<file path="src/rtl/conv_pkg.sv">
`default_nettype none
// +--------------------------------------------------------------------------+
// | conv_pkg : shared types and constants for the conv_ctrl read sequencer   |
// | Rev 1.0                                                                  |
// +--------------------------------------------------------------------------+
package conv_pkg;

    localparam int NUM_CH      = 4;
    localparam int KERNEL_SIZE = 9;
    localparam int PICT_W      = 9;
    localparam int IDX_W       = 2 * PICT_W;

    typedef enum logic [2:0] {
        ST_IDLE   = 3'd0,
        ST_WEIGHT = 3'd1,
        ST_DATA   = 3'd2,
        ST_DRAIN  = 3'd3,
        ST_DONE   = 3'd4
    } state_t;

    typedef struct packed {
        logic             is_weight;
        logic [1:0]       ch;
        logic [IDX_W-1:0] idx;
        logic             conv_first;
        logic             inst_tag;
    } tag_t;

endpackage
`default_nettype wire

</file>
<file path="src/rtl/conv_addr_gen.sv">
`default_nettype none
// +--------------------------------------------------------------------------+
// | conv_addr_gen : FSM, k/p/ch counters and read address mux for conv_ctrl  |
// | Optional macro CONVCTRL_SIZE_CHECK_EN adds the P=0 size error path.      |
// | Rev 1.0                                                                  |
// +--------------------------------------------------------------------------+
module conv_addr_gen
    import conv_pkg::*;
#(
    parameter int KernelSize   = KERNEL_SIZE,
    parameter int MaxPictWidth = PICT_W,
    parameter int MaxAddrWidth = 32
) (
    input  logic                                clk,
    input  logic                                rst_n,
    input  logic                                start_i,
    input  logic [NUM_CH-1:0][MaxAddrWidth-1:0] weight_addr_i,
    input  logic [NUM_CH-1:0][MaxAddrWidth-1:0] data_addr_i,
    input  logic [MaxPictWidth-1:0]             pict_size_i,
    input  logic                                conv_first_i,
    input  logic                                inst_tag_i,
    input  logic                                pipe_pending_i,
    output logic [MaxAddrWidth-1:0]             read_addr_o,
    output logic                                read_en_o,
    output tag_t                                tag_o,
    output logic                                busy_o,
    output logic                                done_o
`ifdef CONVCTRL_SIZE_CHECK_EN
    ,
    output logic                                err_o
`endif
);

    localparam int KW = (KernelSize > 1) ? $clog2(KernelSize) : 1;
    localparam int PW = 2 * MaxPictWidth;
    localparam logic [KW-1:0] K_LAST  = KW'(KernelSize - 1);
    localparam logic [KW-1:0] K_ONE   = KW'(1);
    localparam logic [PW-1:0] P_ONE   = PW'(1);
    localparam logic [1:0]    CH_LAST = 2'(NUM_CH - 1);

    state_t                              state_q;
    logic [NUM_CH-1:0][MaxAddrWidth-1:0] waddr_q;
    logic [NUM_CH-1:0][MaxAddrWidth-1:0] daddr_q;
    logic [PW-1:0]                       psq_q;
    logic [PW-1:0]                       p_q;
    logic [KW-1:0]                       k_q;
    logic [1:0]                          ch_q;
    logic                                conv_first_q;
    logic                                inst_tag_q;
    logic                                read_en_q;
    logic [MaxAddrWidth-1:0]             read_addr_q;
    logic                                busy_q;
    logic                                done_q;
`ifdef CONVCTRL_SIZE_CHECK_EN
    logic                                err_q;
`endif

    logic [1:0]    ch_inc_d;
    logic [KW-1:0] k_inc_d;
    logic [PW-1:0] p_inc_d;
    logic [PW-1:0] psq_d;

    assign ch_inc_d = ch_q + 2'd1;
    assign k_inc_d  = k_q + K_ONE;
    assign p_inc_d  = p_q + P_ONE;
    assign psq_d    = PW'(pict_size_i) * PW'(pict_size_i);

    // Counters always name the read currently on read_addr_q, so the tag is a
    // direct view of them.
    always_ff @(posedge clk or negedge rst_n) begin
        if (!rst_n) begin
            state_q      <= ST_IDLE;
            waddr_q      <= '0;
            daddr_q      <= '0;
            psq_q        <= '0;
            p_q          <= '0;
            k_q          <= '0;
            ch_q         <= '0;
            conv_first_q <= 1'b0;
            inst_tag_q   <= 1'b0;
            read_en_q    <= 1'b0;
            read_addr_q  <= '0;
            busy_q       <= 1'b0;
            done_q       <= 1'b0;
`ifdef CONVCTRL_SIZE_CHECK_EN
            err_q        <= 1'b0;
`endif
        end else begin
            case (state_q)
                ST_IDLE, ST_DONE: begin
                    if (start_i) begin
                        waddr_q      <= weight_addr_i;
                        daddr_q      <= data_addr_i;
                        psq_q        <= psq_d;
                        conv_first_q <= conv_first_i;
                        inst_tag_q   <= inst_tag_i;
                        k_q          <= '0;
                        p_q          <= '0;
                        ch_q         <= '0;
                        state_q      <= ST_WEIGHT;
                        read_en_q    <= 1'b1;
                        read_addr_q  <= weight_addr_i[0];
                        busy_q       <= 1'b1;
                        done_q       <= 1'b0;
`ifdef CONVCTRL_SIZE_CHECK_EN
                        err_q        <= 1'b0;
                        if (pict_size_i == '0) begin
                            state_q   <= ST_DONE;
                            read_en_q <= 1'b0;
                            busy_q    <= 1'b0;
                            done_q    <= 1'b1;
                            err_q     <= 1'b1;
                        end
`endif
                    end
                end
                ST_WEIGHT: begin
                    if (ch_q != CH_LAST) begin
                        ch_q        <= ch_inc_d;
                        read_addr_q <= waddr_q[ch_inc_d] + MaxAddrWidth'(k_q);
                    end else if (k_q != K_LAST) begin
                        ch_q        <= '0;
                        k_q         <= k_inc_d;
                        read_addr_q <= waddr_q[0] + MaxAddrWidth'(k_inc_d);
                    end else if (psq_q != '0) begin
                        ch_q        <= '0;
                        state_q     <= ST_DATA;
                        read_addr_q <= daddr_q[0];
                    end else begin
                        ch_q        <= '0;
                        state_q     <= ST_DRAIN;
                        read_en_q   <= 1'b0;
                    end
                end
                ST_DATA: begin
                    if (ch_q != CH_LAST) begin
                        ch_q        <= ch_inc_d;
                        read_addr_q <= daddr_q[ch_inc_d] + MaxAddrWidth'(p_q);
                    end else if (p_q != psq_q - P_ONE) begin
                        ch_q        <= '0;
                        p_q         <= p_inc_d;
                        read_addr_q <= daddr_q[0] + MaxAddrWidth'(p_inc_d);
                    end else begin
                        ch_q        <= '0;
                        state_q     <= ST_DRAIN;
                        read_en_q   <= 1'b0;
                    end
                end
                ST_DRAIN: begin
                    // The final read has left stage 1; it is on the output now.
                    if (!pipe_pending_i) begin
                        state_q <= ST_DONE;
                        busy_q  <= 1'b0;
                        done_q  <= 1'b1;
                    end
                end
                default: state_q <= ST_IDLE;
            endcase
        end
    end

    always_comb begin
        tag_o            = '0;
        tag_o.is_weight  = (state_q == ST_WEIGHT);
        tag_o.ch         = ch_q;
        tag_o.idx        = (state_q == ST_WEIGHT) ? IDX_W'(k_q) : IDX_W'(p_q);
        tag_o.conv_first = conv_first_q;
        tag_o.inst_tag   = inst_tag_q;
    end

    assign read_addr_o = read_addr_q;
    assign read_en_o   = read_en_q;
    assign busy_o      = busy_q;
    assign done_o      = done_q;
`ifdef CONVCTRL_SIZE_CHECK_EN
    assign err_o       = err_q;
`endif

endmodule
`default_nettype wire

</file>
<file path="src/rtl/conv_ctrl.sv">
`default_nettype none
// +--------------------------------------------------------------------------+
// | conv_ctrl : read sequencer for the 4-channel 3x3 convolution engine      |
// | Optional macro CONVCTRL_SIZE_CHECK_EN adds err_out (P=0 rejection).      |
// | Rev 1.0                                                                  |
// +--------------------------------------------------------------------------+
module conv_ctrl
    import conv_pkg::*;
#(
    parameter int DataWidth    = 32,
    parameter int KernelSize   = KERNEL_SIZE,
    parameter int MaxPictWidth = PICT_W,
    parameter int MaxAddrWidth = 32
) (
    input  logic                      Clk,
    input  logic                      Rst_n,
    input  logic                      start_in,
    input  logic [MaxAddrWidth-1:0]   weight_addr0_in,
    input  logic [MaxAddrWidth-1:0]   weight_addr1_in,
    input  logic [MaxAddrWidth-1:0]   weight_addr2_in,
    input  logic [MaxAddrWidth-1:0]   weight_addr3_in,
    input  logic [MaxAddrWidth-1:0]   data_addr0_in,
    input  logic [MaxAddrWidth-1:0]   data_addr1_in,
    input  logic [MaxAddrWidth-1:0]   data_addr2_in,
    input  logic [MaxAddrWidth-1:0]   data_addr3_in,
    input  logic [MaxPictWidth-1:0]   pict_size_in,
    input  logic                      conv_first_in,
    input  logic                      inst_tag_in,
    input  logic [DataWidth-1:0]      read_rdata_in,
    output logic [MaxAddrWidth-1:0]   read_addr_out,
    output logic                      read_en_out,
    output logic [DataWidth-1:0]      out_data,
    output logic                      out_valid,
    output logic                      out_is_weight,
    output logic [1:0]                out_ch,
    output logic [2*MaxPictWidth-1:0] out_idx,
    output logic                      out_conv_first,
    output logic                      out_inst_tag,
    output logic                      busy_out,
    output logic                      done_out
`ifdef CONVCTRL_SIZE_CHECK_EN
    ,
    output logic                      err_out
`endif
);

    tag_t                 gen_tag;
    tag_t                 tag1_q;
    tag_t                 out_tag_q;
    logic                 v1_q;
    logic                 out_valid_q;
    logic [DataWidth-1:0] out_data_q;

    conv_addr_gen #(
        .KernelSize   (KernelSize),
        .MaxPictWidth (MaxPictWidth),
        .MaxAddrWidth (MaxAddrWidth)
    ) u_addr_gen (
        .clk            (Clk),
        .rst_n          (Rst_n),
        .start_i        (start_in),
        .weight_addr_i  ({weight_addr3_in, weight_addr2_in, weight_addr1_in, weight_addr0_in}),
        .data_addr_i    ({data_addr3_in, data_addr2_in, data_addr1_in, data_addr0_in}),
        .pict_size_i    (pict_size_in),
        .conv_first_i   (conv_first_in),
        .inst_tag_i     (inst_tag_in),
        .pipe_pending_i (v1_q),
        .read_addr_o    (read_addr_out),
        .read_en_o      (read_en_out),
        .tag_o          (gen_tag),
        .busy_o         (busy_out),
        .done_o         (done_out)
`ifdef CONVCTRL_SIZE_CHECK_EN
        ,
        .err_o          (err_out)
`endif
    );

    // Stage 1 pairs the tag with the in-flight read; stage 2 joins it with the
    // RAM word that arrives one cycle later.
    always_ff @(posedge Clk or negedge Rst_n) begin
        if (!Rst_n) begin
            v1_q        <= 1'b0;
            tag1_q      <= '0;
            out_valid_q <= 1'b0;
            out_data_q  <= '0;
            out_tag_q   <= '0;
        end else begin
            v1_q        <= read_en_out;
            out_valid_q <= v1_q;
            if (read_en_out) begin
                tag1_q <= gen_tag;
            end
            if (v1_q) begin
                out_data_q <= read_rdata_in;
                out_tag_q  <= tag1_q;
            end
        end
    end

    assign out_data       = out_data_q;
    assign out_valid      = out_valid_q;
    assign out_is_weight  = out_tag_q.is_weight;
    assign out_ch         = out_tag_q.ch;
    assign out_idx        = (2*MaxPictWidth)'(out_tag_q.idx);
    assign out_conv_first = out_tag_q.conv_first;
    assign out_inst_tag   = out_tag_q.inst_tag;

endmodule
`default_nettype wire

</file>
<file path="config.mk">
export PLATFORM = sky130hd
export DESIGN_NAME = conv_ctrl
export DESIGN_NICKNAME = d
export VERILOG_FILES = /design/src/rtl/conv_pkg.sv /design/src/rtl/conv_addr_gen.sv /design/src/rtl/conv_ctrl.sv
export SDC_FILE = /design/constraint.sdc
export NUM_CORES = 1
export LEC_CHECK = 0
export CAP_MARGIN = 10
export CORE_MARGIN = 3
export CORE_UTILIZATION = 40
export CTS_CLUSTER_DIAMETER = 60
export DETAILED_ROUTE_END_ITERATION = 7
export PLACE_DENSITY = 0.62
export SYNTH_ARGS = -nofsm -noshare
export SYNTH_HDL_FRONTEND = slang
export SYNTH_SLANG_ARGS = --single-unit
export TNS_END_PERCENT = 30
</file>
<file path="constraint.sdc">
create_clock -name Clk -period 6.3 [get_ports Clk]
set_input_delay 0.945 -clock Clk [delete_from_list [all_inputs] [get_ports Clk]]
set_output_delay 0.945 -clock Clk [all_outputs]
set_load 0.03 [all_outputs]
</file>
==> impl_metrics.py <==
metrics = {
    "placed_design": {
        "io_buffers": 392,
        "dp_hpwl_mm": 64.1,
        "gp_congestion": 0.920,
        "dp_slack_ps": 121,
    },
    "worst_setup_path": {
        "critPathLaunchType": "input port",
        "cp_data_arrival_time_ps": 6040,
        "required_ps": 6780,
        "crit_path_max_fanout": 7,
        "worstSetupPathType": "in -> reg",
        "end_kind": "flop",
    },
    "pwr": {
        "p_leak_nw": 14.7,
        "powerDensity_nw_per_um2": 499,
        "ir_drop_mv": 0.496,
    },
    "drt": {
        "wl_met1_mm": 37.6,
        "drc_errors": 0,
        "drtIter0Drc": 1752,
        "vias": 22200,
        "dr_wl_met2_mm": 39.7,
        "finalWirelength_mm": 85.4,
        "drtPass1Iterations": 6,
        "top_layer": "met4",
        "drt-wirelength-per-cell_um": 21.2,
        "dr_wl_met3_mm": 5.39,
        "ant_nets": 0,
        "via_per_inst": 5.52,
    },
    "timing": {
        "worst_slew_pin_slew_ps": 1170,
        "worst_hold_slack_ps": 374,
        "hold_violations": 0,
        "skew_ps": 28.3,
        "finalMaxSlewViolations": 0,
        "rsz0062_at_grt": "false",
        "relSlewSlack_pct": 21.8,
        "clock.fmax_mhz": 180,
        "setup_violations": 0,
        "finalWorstSetupSlack_ps": 740,
        "finalCritPeriodShare_pct": 88.2,
        "setup-tns-final_ps": 0,
        "fin_crit_ps": 5560,
    },
    "clock_network": {
        "cts-resized-gates": 0,
        "clockRootBuffer": "clkbuf_16",
        "cts_made_buffers": 49,
        "tritoncts": "done",
        "htree_levels": 2,
        "clock_path_buffers": 3,
        "cts_setup_buffers": 0,
        "holdBufCountCts": 0,
        "clk_latency_ps": 610,
        "cts_sinks": 417,
        "clkTransAtPathRegs_ps": 60,
    },
    "die": {
        "start_util_pct": 40.8,
        "die_h_um": 258,
        "die_area_um2": 66700,
        "num_io_pins": 393,
        "fp-row-count": 91,
        "core_area_um2": 62400,
        "fp.dieW_um": 258,
    },
    "logic_synthesis": {
        "yosys.area.top_type_share_pct": 41.0,
        "synthMostInstantiatedCell": "nand2_1",
        "avgSynthCellArea_um2": 8.99,
        "syn_area_um2": 25500,
        "ys_seq_elements": 417,
        "yosys_warnings": 0,
        "ys_types": 79,
        "yosys-top-cells-count": "911 x nand2_1, 417 x dfrtp_1, 129 x clkbuf_1",
        "postSynthCellCount": 2833,
        "synth_top_cell_by_area": "dfrtp_1",
        "synth_ff_type": "dfrtp_1",
        "synth_fp_nets": 3257,
        "synth-edff-count": 0,
        "synth_seq_area_share_pct": 41.0,
        "ys_async_sr_fraction_pct": 100,
        "synth_area_leaders": "dfrtp_1 41%, nand2_1 13%, mux4_2 5.7%, ha_1 4.2%, fa_1 2.9%",
    },
    "finish": {
        "finalNetCount": 3581,
        "multi_input_area_um2": 14000,
        "layout-drive-gt1-share_pct": 9.15,
        "nFillCells": 5863,
        "antenna_cells": 0,
        "area_growth_pct": 24.7,
        "fin_util_pct": 50.9,
        "regArea_um2": 10400,
    },
    "grt": {
        "grt_overflow": 0,
        "grt_usage_pct": 25.3,
        "grt_max_degree": 215,
        "grt_pass1_vias": 22200,
        "antenna_found_initial": 1,
        "grt_pass1_wl_mm": 132,
    },
    "run_status": {
        "status": "completed",
    },
    "job": {
        "cap_violations": 0,
    },
    "min_path": {
        "hp-class": "in -> async",
    },
}
## logic make-up (layout without fill, tap and decap cells)
family          after synthesis  in the layout  share of synthesized area [%]
buf+inv                     272            629                           4.30
simple gates               1267           1267                           21.3
flops                       417            417                           41.0
fa+ha+maj                   122            122                           7.08
compound gates              464            464                           11.8
mux                         160            160                           10.1
xor+xnor                    131            131                           4.50
## cell type report
class	instances	share of cell area, %
well taps	837	3.30
multi-input cells	2144	44.0
repair buffers	433	13.5
clock buffers	62	4.26
inverters	112	1.32
clock inverters	22	0.788
flip-flops and latches	417	32.9
## power by group
| group | switching [mW] | internal, mW |
|---|---|---|
| logic | 4.67 | 3.41 |
| registers | 1.12 | 3.79 |
| clock network | 1.21 | 1.66 |
| total | 6.99 | 8.85 |
## final timing paths
kind / from / endpoint / slack (ps) / cells past startpoint
max: pict_size_in[0] / u_addr_gen.psq_q[17] / 740 / 17
min: Rst_n / u_addr_gen.waddr_q[58] / 370 / 1
max reg2reg: u_addr_gen.p_q[0] / u_addr_gen.read_addr_o[19] / 1080 / 15
min reg2reg: u_addr_gen.daddr_q[92] / u_addr_gen.daddr_q[92] / 470 / 2
max in group asynchronous: Rst_n / v1_q / 4590 / 2
min in group Clk: u_addr_gen.daddr_q[92] / u_addr_gen.daddr_q[92] / 470 / 2
## through the flow
step / instance area, um2 / total power [mW] / std cells
after floorplan: 25500 / 10.2 / 2833
after global placement: 30200 / 12.9 / 3943
after detailed placement: 30200 / 13.0 / 3943
after CTS: 31800 / 15.9 / 4027
after global routing: 31800 / 16.9 / 4027
final: 31800 / 15.8 / 4027
## per-layer routing
metal	vias up	global-route usage [%]
met5	-	0
met4	0	7.97
met3	135	3.43
met2	790	40.8
met1	10900	35.4
li1	10400	-
## registers in the layout (all words and copies together), names as in the netlist, 2 cells and up
signal                  count
out_idx                    18
u_addr_gen.daddr_q        128
out_data                   32
u_addr_gen.state_q          3
u_addr_gen.psq_q           17
u_addr_gen.k_q              4
tag1_q                     23
u_addr_gen.waddr_q        128
u_addr_gen.p_q             18
out_ch                      2
u_addr_gen.ch_q             2
u_addr_gen.read_addr_o     32
## worst max-delay path, stage by stage
cell	delay (ps)
clkdlybuf4s50_1	560
and2_1	230
fa_1	590
fa_1	440
ha_1	290
inv_1	50
fa_1	580
inv_1	60
ha_1	280
a21o_1	180
a21oi_1	220
o21ai_0	140
a2111o_1	480
a31oi_1	300
a211oi_1	140
or3_1	320
a31o_2	240
## layout by cell type (no fill, tap or decap), types with 13 or more instances in the layout
master | synthesis | layout
o211ai_1 | 18 | 18
clkdlybuf4s50_1 | 0 | 391
nor3_1 | 30 | 28
nand2_1 | 911 | 910
xor2_1 | 70 | 70
and3_1 | 37 | 37
o21ai_0 | 108 | 108
a31oi_1 | 16 | 16
mux4_2 | 64 | 64
o22ai_1 | 21 | 21
xnor2_1 | 61 | 61
a21oi_1 | 115 | 115
fa_1 | 37 | 37
o221ai_1 | 18 | 18
nor2_1 | 91 | 90
a211oi_1 | 20 | 20
dfrtp_1 | 417 | 415
mux2_2 | 60 | 60
nor4_1 | 14 | 13
a21o_1 | 23 | 23
and2_1 | 29 | 29
inv_1 | 112 | 112
or3_1 | 14 | 14
nand3_1 | 47 | 47
o21a_1 | 15 | 15
mux2_4 | 17 | 17
mux2i_1 | 19 | 19
clkbuf_16 | 0 | 49
buf_4 | 4 | 38
nand4_1 | 28 | 28
ha_1 | 85 | 84
Power figures use the tool's default switching activity.
==> RTL edit, RTL diff (same settings) <==
Add a define of `CONVCTRL_SIZE_CHECK_EN`.
--- a/src/rtl/conv_addr_gen.sv
+++ b/src/rtl/conv_addr_gen.sv
@@ -4,6 +4,8 @@
 // | Optional macro CONVCTRL_SIZE_CHECK_EN adds the P=0 size error path.      |
 // | Rev 1.0                                                                  |
 // +--------------------------------------------------------------------------+
+`define CONVCTRL_SIZE_CHECK_EN
+
 module conv_addr_gen
     import conv_pkg::*;
 #(
Behaviour (old outputs only; new: err_out): not the same (Yosys sat finds a counterexample within 4 cycles, from zero or initial values and one cycle with Rst_n low).
==> RTL edit against the original RTL <==
Sequential cell count increased by 1; worst setup slack improved by 280 ps; global-route usage increased by 0.26 points; wire length increased by 0.34%; power increased by 2.5%; clock skew decreased by 9.2 ps; via count decreased by 0.17%; combinational power increased by 2.8%; synthesized area decreased by 0.84%; largest cell class unchanged; final area decreased by 0.49%; hold slack got worse by 14 ps; sequential share of layout area increased by 0.24 points; largest power group unchanged; core utilization about the same.
==> RTL edit: results (changes against the original RTL) <==
| Metric | Value |
|---|---|
| Outcome | `complete, no violations` |
| Number of DRC markers in iteration 0 | `1834 (+4.7%)` |
| Layout non-clock buf frac | `0.1347 (+0.0001904)` |
| Seq/Total Area, Yosys | `0.4141 (+0.004461)` |
| Inverters excl. clock | `125 (+12%)` |
| Ant. Diodes | `1 (+1)` |
| Global-route wire length before repair | `132.0 mm (+0.19%)` |
| Comb_multi_in | `2161 (+0.79%)` |
| Largest net degree at the start of global routing | `249 (+16%)` |
| Seq area share | `0.3309 (+0.002416)` |
| Input/output buffers | `393 (+0.26%)` |
| Vias in the first global route | `22420 (+1.1%)` |
| Syn_nets | `3293 (+1.1%)` |
| Initial antenna violation count | `0 (-1)` |
| Reg2Reg Depth | `12 (-3)` |
| Worst vdd ir | `0.2644 mV (-47%)` |
| Hold Buf Count CTS | `0 (unchanged)` |
| Fill count | `5741 (-2.1%)` |
| WL met3 | `6.072 mm (+13%)` |
| Clock buffers | `67 (+8.1%)` |
| Worst slew pin tran | `1372 ps (+199.4 ps)` |
| Final-stage net count | `3609 (+0.78%)` |
| GPL Wtd Cong | `0.9310 (+1.2%)` |
| Hold Slack | `360.1 ps (-13.76 ps)` |
| TritonCTS Buffers | `50 (+2.0%)` |
| GR met1 Demand/Resource | `0.3508 (-0.002930)` |
| Area post-placement | `29940 sq um (-0.75%)` |
| Synth top area cells | `dfrtp_1 41%, nand2_1 14%, mux4_2 5.7%` |
| Met2 routed WL | `39.95 mm (+0.54%)` |
| Root Buffer | `clkbuf_16` |
| Skew final | `19.07 ps (-9.203 ps)` |
| Synth cell count leaders | `933 x nand2_1, 418 x dfrtp_1, 134 x clkbuf_1, 134 x o21ai_0, 131 x nor2_1` |
| Post-Layout Cell Count | `4060 (+0.82%)` |
| Yosys cell types | `73 (-7.6%)` |
| WL/cell | `21.10 um (-0.47%)` |
| Non-clock buffer count | `429 (-0.92%)` |
| Placed cell count | `3970 (+0.68%)` |
| WL met1 | `37.11 mm (-1.3%)` |
| Layout cells sized above 1 | `0.08101 (-0.01053)` |
| HPWL Detailed | `63.47 mm (-1.0%)` |
| Max FO, Critical Path | `11 (+4)` |
| Reg-to-reg critical path startpoint | `u_addr_gen.ch_q[1]$_DFFE_PN0P_` |
| Largest regs | `u_addr_gen.daddr_q x128, u_addr_gen.waddr_q x128` |
| Met3 usage | `0.04655 (+0.01225)` |
| GR Util All Layers | `0.2552 (+0.002576)` |
| R2R Setup Slk | `1600 ps (+520 ps)` |
| Arr. time, crit path | `5700 ps (-340 ps)` |
| Seq_cells | `418 (+0.24%)` |
| Clock-cell share | `0.05291 (+0.002387)` |
| Vias per cell | `5.468 (-0.98%)` |
| Synth Instances | `2869 (+1.3%)` |
| Pre-CTS setup slack | `393.8 ps (+272.9 ps)` |
| Reg2reg end | `u_addr_gen.read_addr_o[24]$_DFFE_PN0P_` |
| H-tree Lvls | `2 (unchanged)` |
| Leak | `0.01450 uW (-1.0%)` |
| GRT met2 Usage | `0.4124 (+0.004308)` |
| Multi-input gate share of total cell area | `0.4334 (-0.006846)` |
| Fin area | `31620 sq um (-0.49%)` |
RTL edit: changes by cell type in the layout (fill, tap and decap cells not counted), moves of 16 or more:
cell | before | now
nand3_1 | 47 | 63
xnor2_1 | 61 | 77
mux2_4 | 17 | 0
nor2_1 | 90 | 130
a21oi_1 | 115 | 79
o21ai_0 | 108 | 134
a31oi_1 | 16 | 38
nand2_1 | 910 | 932
RTL edit: worst max path at each step:
stage                                                  end  slack (ps)
after CTS                 u_addr_gen.psq_q[16]$_DFFE_PN0P_        1020
after detailed placement  u_addr_gen.psq_q[16]$_DFFE_PN0P_         390
after global placement    u_addr_gen.psq_q[16]$_DFFE_PN0P_         460
final                     u_addr_gen.psq_q[16]$_DFFE_PN0P_        1020
after global routing      u_addr_gen.psq_q[16]$_DFFE_PN0P_         660
after floorplan           u_addr_gen.psq_q[16]$_DFFE_PN0P_        1150
RTL edit: logic make-up (layout without fill, tap and decap cells):
kind of cell / after synthesis / after routing / synth area share
other cells: 0 / 1 / 0
compound gates: 434 / 434 / 0.1095
flops: 418 / 418 / 0.4141
fa+ha+maj: 122 / 122 / 0.07144
mux: 135 / 135 / 0.08828
buf+inv: 290 / 643 / 0.04458
simple gates: 1329 / 1329 / 0.2231
xor+xnor: 141 / 141 / 0.04890
RTL edit: power by group:
| part | switching [uW] | total [uW] | internal [uW] |
|---|---|---|---|
| Sequential | 1140 | 4970 | 3830 |
| Combinational | 4850 | 8310 | 3460 |
| Clock | 1190 | 2960 | 1760 |
RTL edit: worst max-delay path, stage by stage:
cell and delay (ps):
clkdlybuf4s50_1 710, nand2_1 170, fa_1 590, inv_1 70, fa_1 490, inv_1 40
fa_1 470, fa_1 540, inv_1 40, ha_1 330, o21ai_0 120, a21boi_0 190
o211ai_1 250, a21boi_0 170, o31ai_1 310, xor2_1 170, o21ai_0 80
